===== src/rtl/jtag_tap_ctrl.sv =====
// IEEE 1149.1 TAP controller: 16-state FSM, instruction register,
// IDCODE/BYPASS data registers and boundary-scan chain strobes.
module jtag_tap_ctrl #(
   parameter int unsigned IR_W   = 4,
   parameter logic [31:0] IDCODE = 32'h1000_0001
) (
   input  logic            clk,
   input  logic            rst,
   input  logic            tms,
   input  logic            tdi,
   output logic            tdo,
   output logic            tdo_en,
   input  logic            bsr_so,
   output logic            shift_dr,
   output logic            clk_dr,
   output logic            update_dr,
   output logic            mode,
   output logic [3:0]      tap_state,
   output logic [IR_W-1:0] ir
);

   localparam logic [3:0] TLR     = 4'hF;
   localparam logic [3:0] RTI     = 4'hC;
   localparam logic [3:0] SEL_DR  = 4'h7;
   localparam logic [3:0] CAP_DR  = 4'h6;
   localparam logic [3:0] SH_DR   = 4'h2;
   localparam logic [3:0] EX1_DR  = 4'h1;
   localparam logic [3:0] PAU_DR  = 4'h3;
   localparam logic [3:0] EX2_DR  = 4'h0;
   localparam logic [3:0] UPD_DR  = 4'h5;
   localparam logic [3:0] SEL_IR  = 4'h4;
   localparam logic [3:0] CAP_IR  = 4'hE;
   localparam logic [3:0] SH_IR   = 4'hA;
   localparam logic [3:0] EX1_IR  = 4'h9;
   localparam logic [3:0] PAU_IR  = 4'hB;
   localparam logic [3:0] EX2_IR  = 4'h8;
   localparam logic [3:0] UPD_IR  = 4'hD;

   localparam logic [IR_W-1:0] I_EXTEST = '0;
   localparam logic [IR_W-1:0] I_SAMPLE = IR_W'(1);
   localparam logic [IR_W-1:0] I_IDCODE = IR_W'(2);
   localparam logic [IR_W-1:0] I_CAPT   = IR_W'(1);

   logic [3:0]      state_q, state_d;
   logic [IR_W-1:0] ir_sr_q, ir_sr_d;
   logic [IR_W-1:0] ir_q, ir_d;
   logic [31:0]     id_q, id_d;
   logic            byp_q, byp_d;
   logic            sel_bsr, sel_id;

   always_comb begin
      state_d = state_q;
      case (state_q)
         TLR:     state_d = tms ? TLR    : RTI;
         RTI:     state_d = tms ? SEL_DR : RTI;
         SEL_DR:  state_d = tms ? SEL_IR : CAP_DR;
         CAP_DR:  state_d = tms ? EX1_DR : SH_DR;
         SH_DR:   state_d = tms ? EX1_DR : SH_DR;
         EX1_DR:  state_d = tms ? UPD_DR : PAU_DR;
         PAU_DR:  state_d = tms ? EX2_DR : PAU_DR;
         EX2_DR:  state_d = tms ? UPD_DR : SH_DR;
         UPD_DR:  state_d = tms ? SEL_DR : RTI;
         SEL_IR:  state_d = tms ? TLR    : CAP_IR;
         CAP_IR:  state_d = tms ? EX1_IR : SH_IR;
         SH_IR:   state_d = tms ? EX1_IR : SH_IR;
         EX1_IR:  state_d = tms ? UPD_IR : PAU_IR;
         PAU_IR:  state_d = tms ? EX2_IR : PAU_IR;
         EX2_IR:  state_d = tms ? UPD_IR : SH_IR;
         UPD_IR:  state_d = tms ? SEL_DR : RTI;
         default: state_d = TLR;
      endcase
   end

   // Unlisted opcodes fall through to the bypass register.
   assign sel_bsr = (ir_q == I_EXTEST) || (ir_q == I_SAMPLE);
   assign sel_id  = (ir_q == I_IDCODE);

   always_comb begin
      ir_sr_d = ir_sr_q;
      ir_d    = ir_q;
      id_d    = id_q;
      byp_d   = byp_q;
      if (state_q == CAP_IR) ir_sr_d = I_CAPT;
      if (state_q == SH_IR)  ir_sr_d = {tdi, ir_sr_q[IR_W-1:1]};
      if (state_q == UPD_IR) ir_d = ir_sr_q;
      if (state_d == TLR)    ir_d = I_IDCODE;
      if (sel_id) begin
         if (state_q == CAP_DR) id_d = IDCODE;
         if (state_q == SH_DR)  id_d = {tdi, id_q[31:1]};
      end
      if (!sel_bsr && !sel_id) begin
         if (state_q == CAP_DR) byp_d = 1'b0;
         if (state_q == SH_DR)  byp_d = tdi;
      end
   end

   always_ff @(posedge clk) begin
      if (rst) begin
         state_q <= TLR;
         ir_sr_q <= '0;
         ir_q    <= I_IDCODE;
         id_q    <= IDCODE;
         byp_q   <= 1'b0;
      end else begin
         state_q <= state_d;
         ir_sr_q <= ir_sr_d;
         ir_q    <= ir_d;
         id_q    <= id_d;
         byp_q   <= byp_d;
      end
   end

   assign tap_state = state_q;
   assign ir        = ir_q;
   assign mode      = (ir_q == I_EXTEST);
   assign tdo_en    = (state_q == SH_IR) || (state_q == SH_DR);
   assign clk_dr    = sel_bsr &&
                      ((state_q == CAP_DR) || (state_q == SH_DR));
   assign shift_dr  = sel_bsr && (state_q == SH_DR);
   assign update_dr = sel_bsr && (state_q == UPD_DR);

   always_comb begin
      tdo = 1'b0;
      if (state_q == SH_IR)
         tdo = ir_sr_q[0];
      else if (state_q == SH_DR)
         tdo = sel_bsr ? bsr_so : (sel_id ? id_q[0] : byp_q);
   end

endmodule


===== config.mk =====
export PLATFORM = sky130hd
export DESIGN_NAME = jtag_tap_ctrl
export DESIGN_NICKNAME = d
export VERILOG_FILES = /design/src/rtl/jtag_tap_ctrl.sv
export SDC_FILE = /design/constraint.sdc
export NUM_CORES = 1
export LEC_CHECK = 0
export ABC_AREA = 1
export BUFFER_PORTS_ARGS = -buffer_cell sky130_fd_sc_hd__buf_2
export CORE_MARGIN = 4
export CORE_UTILIZATION = 40
export CTS_CLUSTER_SIZE = 25
export DETAILED_ROUTE_END_ITERATION = 7
export GPL_ROUTABILITY_DRIVEN = 0
export PLACE_DENSITY = 0.64
export SETUP_SLACK_MARGIN = 0.3
export SYNTH_ARGS = -nofsm -noshare
export SYNTH_HDL_FRONTEND = slang
export SYNTH_SLANG_ARGS = --single-unit

===== constraint.sdc =====
create_clock -name clk -period 1.69 [get_ports clk]
set_clock_uncertainty 0.05 [all_clocks]
set_input_delay 0.338 -clock clk [delete_from_list [all_inputs] [get_ports clk]]
set_output_delay 0.338 -clock clk [all_outputs]
set_load 0.03 [all_outputs]

== Word-level counts from Yosys, hierarchy flattened ==
Cells that the tools add are included.

* Register bits: 45
* Output and inout bits: 14
* Word-level logic and storage cells: 65

* Eq/ne operators: 18
* Muxes and demuxes: 23
* Reduce and logical (&&, ||, !) cells: 19

{| class="wikitable"
|+ Operators with widths
! operator !! count
|-
| $mux W32 || 2
|-
| $pmux W4 S12 || 1
|-
| $eq A4 B4 Y1 const B || 9
|-
| $eq A4 B3 Y1 const B || 4
|-
| $eq A4 B2 Y1 const B || 3
|-
| $mux W2 || 6
|-
| $mux W3 || 4
|-
| $mux W4 || 3
|-
| $eq A4 B1 Y1 const B || 2
|-
| $logic_not A4 Y1 || 2
|-
| $mux W1 || 7
|-
| $reduce_or A2 Y1 || 3
|-
| $logic_and A1 B1 Y1 || 4
|-
| $reduce_and A2 Y1 || 2
|-
| $reduce_bool A2 Y1 || 2
|-
| $logic_or A1 B1 Y1 || 3
|-
| $reduce_or A3 Y1 || 1
|-
| $logic_not A1 Y1 || 2
|}

== Logic depth before layout (Yosys ltp) ==
Gate-level depths: netlist of run 1.

* Word-level depth: 5
* Gate-level depth with buffers: 10

== Worst setup path after synthesis of run 1 ==
Ideal clock, no wire load.

* Path type: register to output
* Start: reg state_q[1], in the netlist tap_state[1]
* End: out tdo
* Data arrival time: 1.677 ns
* Data required time: 1.302 ns
* Path slack: -0.375 ns
* Cell stages (with the launch flop): 6
* Buffers on the path: 0
* Cell sequence: dfxtp_1 -> nand2_2 -> inv_1 -> nand2_1 -> o21bai_1 -> o21ai_0

* Cells in the longest elaborated chain, start to end: 3
* Elaborated cells between the ends (all ways): 4
* Those cells by class: eq/ne: 2; mux: 2

{| class="wikitable"
|+ Ends and longest elaborated chain
! what !! RTL line !! RTL
|-
| start, declared || 44 || <nowiki>logic [3:0] state_q, state_d;</nowiki>
|-
| start signal, assigned || 105 || <nowiki>state_q <= state_d;</nowiki>
|-
| $eq A4 B2 Y1 || 126 || <nowiki>else if (state_q == SH_DR)</nowiki>
|-
| $mux W1 || 126 ||
|-
| $mux W1 (*) || 124 || <nowiki>if (state_q == SH_IR)</nowiki>
|-
| end, declared || 11 || <nowiki>output logic tdo,</nowiki>
|}

Mark *: on every way between the ends. The rest lies on a longest branch, timed or not.

== Final worst setup path of run 1 ==
* Start: reg state_q[0], in the netlist tap_state[0]
* End: out tdo

Same word-level chain as after synthesis.

==> load_flow_metrics.sql, run 1 <==
INSERT INTO impl_metrics (metric_group, metric, value, unit) VALUES
('pwr', 'power.leakage', '1.104', 'nW'),
('run', 'cap_viol_max_count', '0', ''),
('min_path', 'worst_hold_startpoint', 'tdi', ''),
('layout', 'number_of_non_filler_instances_in_the_completed_layout', '366', ''),
('layout', 'fin_nets', '316', ''),
('sta', 'final_critical_path_setup_slack', '-0.08239', 'ns'),
('logic_synthesis', 'async_set_or_reset_register_ratio_after_synthesis', '0', '%'),
('logic_synthesis', 'synth-edff-count', '0', ''),
('layout', 'fill_cells', '393', ''),
('worst_setup_path', 'worst-r2r-setup-slack', '-0.01', 'ns'),
('clock_network', 'clkSinkCount', '45', ''),
('min_path', 'min_delay_path_depth', '3', ''),
('floorplan', 'pin_count', '19', ''),
('worst_setup_path', 'worst_ep_arrival_time', '1.38', 'ns'),
('floorplan', 'width_of_the_die', '77.57', 'µm'),
('outcome', 'violated_checks', 'setup timing', ''),
('worst_setup_path', 'worst_path_most_repeated_cell', 'sky130_fd_sc_hd__inv_4', ''),
('sta', 'fmaxAchievable', '564.2', 'MHz'),
('logic_synthesis', 'post_synth_inst_count', '266', ''),
('outcome', 'outcome', 'complete, but fails checks', ''),
('logic_synthesis', 'yosys.cell_types.count', '21', ''),
('sta', 'fin_crit', '1.772', 'ns'),
('logic_synthesis', 'synth.top_cells.by_area', 'sky130_fd_sc_hd__dfxtp_1, sky130_fd_sc_hd__nand2_1, sky130_fd_sc_hd__a21oi_1, sky130_fd_sc_hd__a21oi_2, sky130_fd_sc_hd__nand2_2', ''),
('logic_synthesis', 'postSynthRegisterBits', '45', ''),
('floorplan', 'floorplan.core_area', '0.004692', 'mm²'),
('grt', 'global_route.usage.total', '15.14', '%'),
('floorplan', 'placement_rows', '25', ''),
('worst_setup_path', 'r2r-end', 'id_q[30]', ''),
('routing', 'detailroute.via_count', '1791', ''),
('worst_setup_path', 'critPathLaunchType', 'flip-flop', ''),
('placement', 'numPlacedInstances', '332', ''),
('placement', 'pre_cts_ws', '0.1098', 'ns'),
('grt', 'grt_pass1_vias', '1628', ''),
('logic_synthesis', 'post-synth-top-count-cell', 'sky130_fd_sc_hd__nand2_1', ''),
('worst_setup_path', 'cpLargestDelayFamily', 'flip-flops', ''),
('placement', 'dp_hpwl', '2536', 'µm'),
('clock_network', 'cts-htree-levels', '2', ''),
('pwr', 'cellPowerDensity', '1273', 'mW/mm²'),
('worst_setup_path', 'setup.worst_path.class', 'reg -> out', ''),
('grt', 'grt_pass1_wl', '7396', 'µm'),
('sta', 'finalCritPeriodShare', '104.9', '%'),
('grt', 'initial_antenna_violation_count', '0', ''),
('routing', 'routed_len_inst', '12.49', 'µm'),
('placement', 'port_buffer_count', '18', ''),
('worst_setup_path', 'cpMaxStageDelayCell', 'sky130_fd_sc_hd__dfxtp_2', ''),
('clock_network', 'worst_skew_pair_later_pin_latency', '0.30', 'ns'),
('sta', 'timing_max_transition_violations_final', '0', ''),
('sta', 'rsz0062_at_grt', 'true', ''),
('worst_setup_path', 'worst_r2r_path_cells', '11', ''),
('worst_setup_path', 'timing.critical_path.cells', 'inv_4, nand2_8, inv_4, nand2_2, o21bai_4, o21ai_2, buf_6', ''),
('sta', 'finalSetupViolCount', '6', ''),
('min_path', 'hold_class', 'in -> reg', ''),
('grt', 'maximum_number_of_pins_on_one_net_before_global_route_repair', '36', ''),
('logic_synthesis', 'synth-warning-count', '0', ''),
('logic_synthesis', 'postSynth.topFlopCell', 'sky130_fd_sc_hd__dfxtp_1', ''),
('clock_network', 'cts_tree', 'built', ''),
('worst_setup_path', 'worstPathRequired', '1.30', 'ns'),
('pwr', 'ir_drop', '610.3', 'µV'),
('layout', 'antenna-diode-count', '0', ''),
('grt', 'grt_overflow', '0', ''),
('routing', 'antenna_violating_nets_left', '0', ''),
('clock_network', 'clkTransAtPathRegs', '0.09', 'ns'),
('logic_synthesis', 'netlist.area_leader.share', '46.54', '%'),
('sta', 'report.final.hold_viol_count', '0', ''),
('min_path', 'hold-path-endpoint', 'ir_sr_q[3]', ''),
('logic_synthesis', 'avgSynthCellArea', '7.277', 'µm²'),
('worst_setup_path', 'critPathBufInv', '3', ''),
('worst_setup_path', 'timing.rr.start', 'ir[2]', ''),
('worst_setup_path', 'critical-path-max-stage-delay', '0.34', 'ns'),
('layout', 'area_delta_synth_final', '47.45', '%'),
('layout', 'post_route_cells_drive_above_1_share', '44.55', '%');
==> per-stage QoR <==
stage | instance area [µm²] | power [mW] | TNS [ns]
after detailed placement | 2103 | 2.189 | 0
after CTS | 2595 | 3.290 | -0.08238
after global routing | 2854 | 3.836 | -2.310
after floorplan | 1974 | 1.990 | 0
final | 2854 | 3.632 | -0.1566
after global placement | 2103 | 2.184 | 0
==> cells in the final DEF (no fill, tap or decap), drive strengths merged <==
cell type / count
a211oi: 1
nand4: 1
dfxtp: 45
inv: 20
nand2: 105
clkbuf: 8
buf: 48
bufbuf: 2
o21bai: 1
o21ai: 6
nor2: 25
nand3: 8
nor3: 2
a21oi: 40
==> layout make-up <==
type / count / share of cell area (%)
multi-input cells: 189 / 38.67
flip-flops and latches: 45 / 32.35
repair buffers: 51 / 19.95
clock buffers: 7 / 3.770
inverters: 19 / 2.674
well taps: 54 / 2.367
clock inverters: 1 / 0.2192
==> where the power goes <==
group	total, mW	internal, mW	leakage [nW]	switching, mW
clock network	0.804	0.423	0.0599	0.381
registers	1.27	1.16	0.366	0.108
logic	1.56	0.633	0.678	0.925
total	3.63	2.22	1.10	1.41
==> timing repair <==
action	4_1_cts	5_1_grt
gates resized for setup	37	54
buffers inserted	15	6
hold buffers	0	0
pin swaps	9	8
gates cloned	4	1
endpoints found under the setup margin	37	42
==> state kept, by name, summed over array words and instances (netlist names) <==
signal     cells
byp_q          1
tap_state      4
ir             4
id_q          32
ir_sr_q        4
==> worst register-to-register path: stages, from the launching register on <==
cell and delay [ns]:
sky130_fd_sc_hd__dfxtp_2 0.34, sky130_fd_sc_hd__nor2_4 0.11, sky130_fd_sc_hd__nand2_2 0.07, sky130_fd_sc_hd__nor2_4 0.10, sky130_fd_sc_hd__buf_4 0.12, sky130_fd_sc_hd__buf_6 0.11, sky130_fd_sc_hd__nand2_8 0.07, sky130_fd_sc_hd__nor2_4 0.14
sky130_fd_sc_hd__buf_12 0.13, sky130_fd_sc_hd__bufbuf_16 0.24, sky130_fd_sc_hd__nand2_2 0.04, sky130_fd_sc_hd__a21oi_2 0.11
==> per-layer routing <==
metal / GRT usage [%] / share of wire, %
met1: 19.68 / 46
met2: 24.09 / 48
met3: 4.756 / 4.2
met4: 4.448 / 1.9
met5: 0 / 0
==> worst max-delay path by stage <==
stage                 startpoint  end  slack (ns)
CTS                        ir[2]  tdo       -0.08
global placement           ir[3]  tdo        0.14
finish              tap_state[0]  tdo       -0.08
global route               ir[2]  tdo       -0.15
floorplan                  ir[3]  tdo        0.13
detailed placement         ir[3]  tdo        0.11
==> logic make-up after synthesis <==
| kind of cell | count (synthesis) | synth area share, % |
|---|---|---|
| AND/OR/NAND/NOR | 141 | 31.22 |
| buffers and inverters | 32 | 7.627 |
| AO/OA/AOI/OAI | 48 | 14.61 |
| flip-flops | 45 | 46.54 |
No activity file was read; power rests on OpenSTA's default activity.
==> run 2: changes to the inputs <==
- SETUP_SLACK_MARGIN: 0.3 -> 0.2
==> load_flow_metrics.sql, run 2 (same netlist as run 1, synthesis figures left out) <==
INSERT INTO impl_metrics (metric_group, metric, value, unit) VALUES
('clock_network', 'cts_hold_buf', '0', ''),
('clock_network', 'cts_inserted_buffers', '5', ''),
('worst_setup_path', 'r2r-end', 'ir[1]', ''),
('pwr', 'power.leakage', '1.291', 'nW'),
('min_path', 'hold_class', 'in -> reg', ''),
('routing', 'drtIter0Drc', '140', ''),
('worst_setup_path', 'critPathLaunchType', 'flip-flop', ''),
('clock_network', 'cts_tree', 'built', ''),
('worst_setup_path', 'worst_ep_arrival_time', '1.38', 'ns'),
('layout', 'most_frequent_cells_in_the_layout', 'sky130_fd_sc_hd__nand2_1, sky130_fd_sc_hd__dfxtp_1, sky130_fd_sc_hd__a21oi_2', ''),
('worst_setup_path', 'setup.worst_path.class', 'reg -> out', ''),
('clock_network', 'clkTransAtPathRegs', '0.08', 'ns'),
('outcome', 'outcome', 'complete, but fails checks', ''),
('grt', 'maximum_number_of_pins_on_one_net_before_global_route_repair', '36', ''),
('sta', 'final_critical_path_setup_slack', '-0.08199', 'ns'),
('floorplan', 'placement_rows', '25', ''),
('clock_network', 'clock_tree.root_cell', 'sky130_fd_sc_hd__clkbuf_8', ''),
('sta', 'fin_crit', '1.772', 'ns'),
('placement', 'port_buffer_count', '18', ''),
('sta', 'timing_max_transition_violations_final', '0', ''),
('sta', 'finalSetupViolCount', '1', ''),
('layout', 'number_of_non_filler_instances_in_the_completed_layout', '358', ''),
('layout', 'fin_nets', '309', ''),
('min_path', 'worst_hold_startpoint', 'tdi', ''),
('worst_setup_path', 'critical-path-max-stage-delay', '0.39', 'ns'),
('routing', 'drc', '0', ''),
('layout', 'area_delta_synth_final', '39.82', '%'),
('grt', 'grt_pass1_vias', '1584', ''),
('worst_setup_path', 'timing.rr.start', 'tap_state[0]', ''),
('floorplan', 'floorplan.core_area', '0.004692', 'mm²'),
('placement', 'numPlacedInstances', '329', ''),
('sta', 'fin_tns_setup', '-0.08199', 'ns'),
('grt', 'initial_antenna_violation_count', '0', ''),
('clock_network', 'cts-htree-levels', '2', ''),
('pwr', 'cellPowerDensity', '1212', 'mW/mm²'),
('routing', 'drt-total-wl', '4570', 'µm'),
('sta', 'finalCritPeriodShare', '104.9', '%'),
('worst_setup_path', 'worstPathRequired', '1.30', 'ns'),
('layout', 'antenna-diode-count', '0', ''),
('clock_network', 'worst_skew_pair_later_pin_latency', '0.29', 'ns'),
('floorplan', 'die_area', '0.006016', 'mm²'),
('pwr', 'power.total', '3.279', 'mW'),
('sta', 'report.final.hold_viol_count', '0', ''),
('routing', 'routed_len_inst', '12.77', 'µm'),
('clock_network', 'clkSinkCount', '45', ''),
('worst_setup_path', 'cpMaxStageDelayCell', 'sky130_fd_sc_hd__dfxtp_4', ''),
('layout', 'layout_commonest_cell', 'sky130_fd_sc_hd__nand2_1', ''),
('worst_setup_path', 'worst_r2r_path_cells', '13', ''),
('run', 'cap_viol_max_count', '0', ''),
('sta', 'fmaxAchievable', '564.3', 'MHz'),
('floorplan', 'pin_count', '19', ''),
('sta', 'rsz0062_at_grt', 'true', ''),
('routing', 'detailroute.via_count', '1762', ''),
('clock_network', 'cts_max_path_buffers', '2', ''),
('floorplan', 'fp.dieH', '77.57', 'µm'),
('worst_setup_path', 'timing.critical_path.cells', 'nor2_1, nand2_2, o21bai_1, o21ai_2, buf_6', ''),
('worst_setup_path', 'worst-r2r-setup-slack', '0.01', 'ns'),
('floorplan', 'width_of_the_die', '77.57', 'µm'),
('layout', 'registers.top_by_ff_count', 'id_q', ''),
('floorplan', 'floorplan.initialDensity', '41.25', '%'),
('grt', 'grt_overflow', '0', ''),
('placement', 'dp_hpwl', '2406', 'µm'),
('sta', 'maxSlewHeadroom', '65.48', '%'),
('routing', 'antenna_violating_nets_left', '0', ''),
('worst_setup_path', 'timing.critical_path.fanout_max', '9', ''),
('sta', 'hold_ws', '0.2700', 'ns'),
('grt', 'grt_pass1_wl', '6920', 'µm'),
('routing', 'drt-pass1-iter-count', '4', ''),
('grt', 'global_route.usage.total', '13.92', '%'),
('layout', 'finish.utilization', '57.68', '%'),
('worst_setup_path', 'critPathBufInv', '1', ''),
('layout', 'post_route_cells_drive_above_1_share', '45.07', '%'),
('pwr', 'ir_drop', '589.2', 'µV'),
('min_path', 'hold-path-endpoint', 'ir_sr_q[3]', ''),
('worst_setup_path', 'worstSetupEndpointType', 'output port', ''),
('min_path', 'min_delay_path_depth', '3', ''),
('outcome', 'violated_checks', 'setup timing', ''),
('sta', 'max_slew.worst_pin.slew', '0.5178', 'ns'),
('routing', 'avgViaCountPerCell', '4.922', ''),
('worst_setup_path', 'cpLargestDelayFamily', 'flip-flops', ''),
('layout', 'largest_reg_flops', '32', '');
## run 2: changes by cell type in the layout (fill, tap and decap cells not counted), sizes merged
cell and change:
buf -7, bufbuf -2, clkinv +1
## run 2: layer usage
layer,up-vias,GRT usage [%],share of wire [%]
met5,-,0,0
met4,0,4.270,1.0
met3,7,3.364,4.2
met2,39,21.93,48
met1,804,18.84,47
li1,912,-,-
## run 2: how the worst max path moves through the flow
stage | from | endpoint | cells past startpoint
floorplan | ir[3] | tdo | 7
global placement | ir[3] | tdo | 8
finish | tap_state[3] | tdo | 5
global route | ir[2] | tdo | 8
detailed placement | ir[3] | tdo | 8
CTS | ir[2] | tdo | 8
## run 2: area by class of cell
| class | instances | area [µm²] |
|---|---|---|
| fillers | 410 | 1986 |
| multi-input cells | 189 | 1162 |
| flip-flops and latches | 45 | 920.9 |
| repair buffers | 44 | 397.9 |
| inverters | 19 | 73.82 |
| clock buffers | 5 | 68.82 |
| well taps | 54 | 67.56 |
| clock inverters | 2 | 15.01 |
## run 2: where the power goes
group	switching, mW	total, mW	internal, mW
sequential	0.103	1.26	1.16
combinational	0.851	1.37	0.517
clock	0.362	0.649	0.286
total	1.32	3.28	1.96
## run 2: timing repair
action / 4_1_cts / 5_1_grt
resized for setup: 22 / 67
pin swaps: 8 / 21
endpoints found under the hold margin: 0 / 0
buffers inserted: 14 / 5
endpoints found under the setup margin: 10 / 39
gates cloned: 0 / 3
## run 2: through the flow
stage,setup slack (ns),area (µm²)
2_1_floorplan,0.1256,1969
3_3_place_gp,0.1477,2101
3_5_place_dp,0.1271,2101
4_1_cts,-0.05647,2360
5_1_grt,-0.1816,2706
6_report,-0.08199,2706
## run 2: worst reg2reg max path, cell delays in order (launching register included)
cell                      delay (ns)
sky130_fd_sc_hd__dfxtp_2        0.34
sky130_fd_sc_hd__inv_4          0.07
sky130_fd_sc_hd__nand2_4        0.07
sky130_fd_sc_hd__buf_6          0.12
sky130_fd_sc_hd__buf_6          0.12
sky130_fd_sc_hd__buf_6          0.11
sky130_fd_sc_hd__buf_6          0.11
sky130_fd_sc_hd__nor2_4         0.08
sky130_fd_sc_hd__nor2_1         0.06
sky130_fd_sc_hd__nand2_1        0.13
sky130_fd_sc_hd__nor2_4         0.06
sky130_fd_sc_hd__nor2_4         0.18
sky130_fd_sc_hd__nand2_1        0.07
sky130_fd_sc_hd__nand2_1        0.06
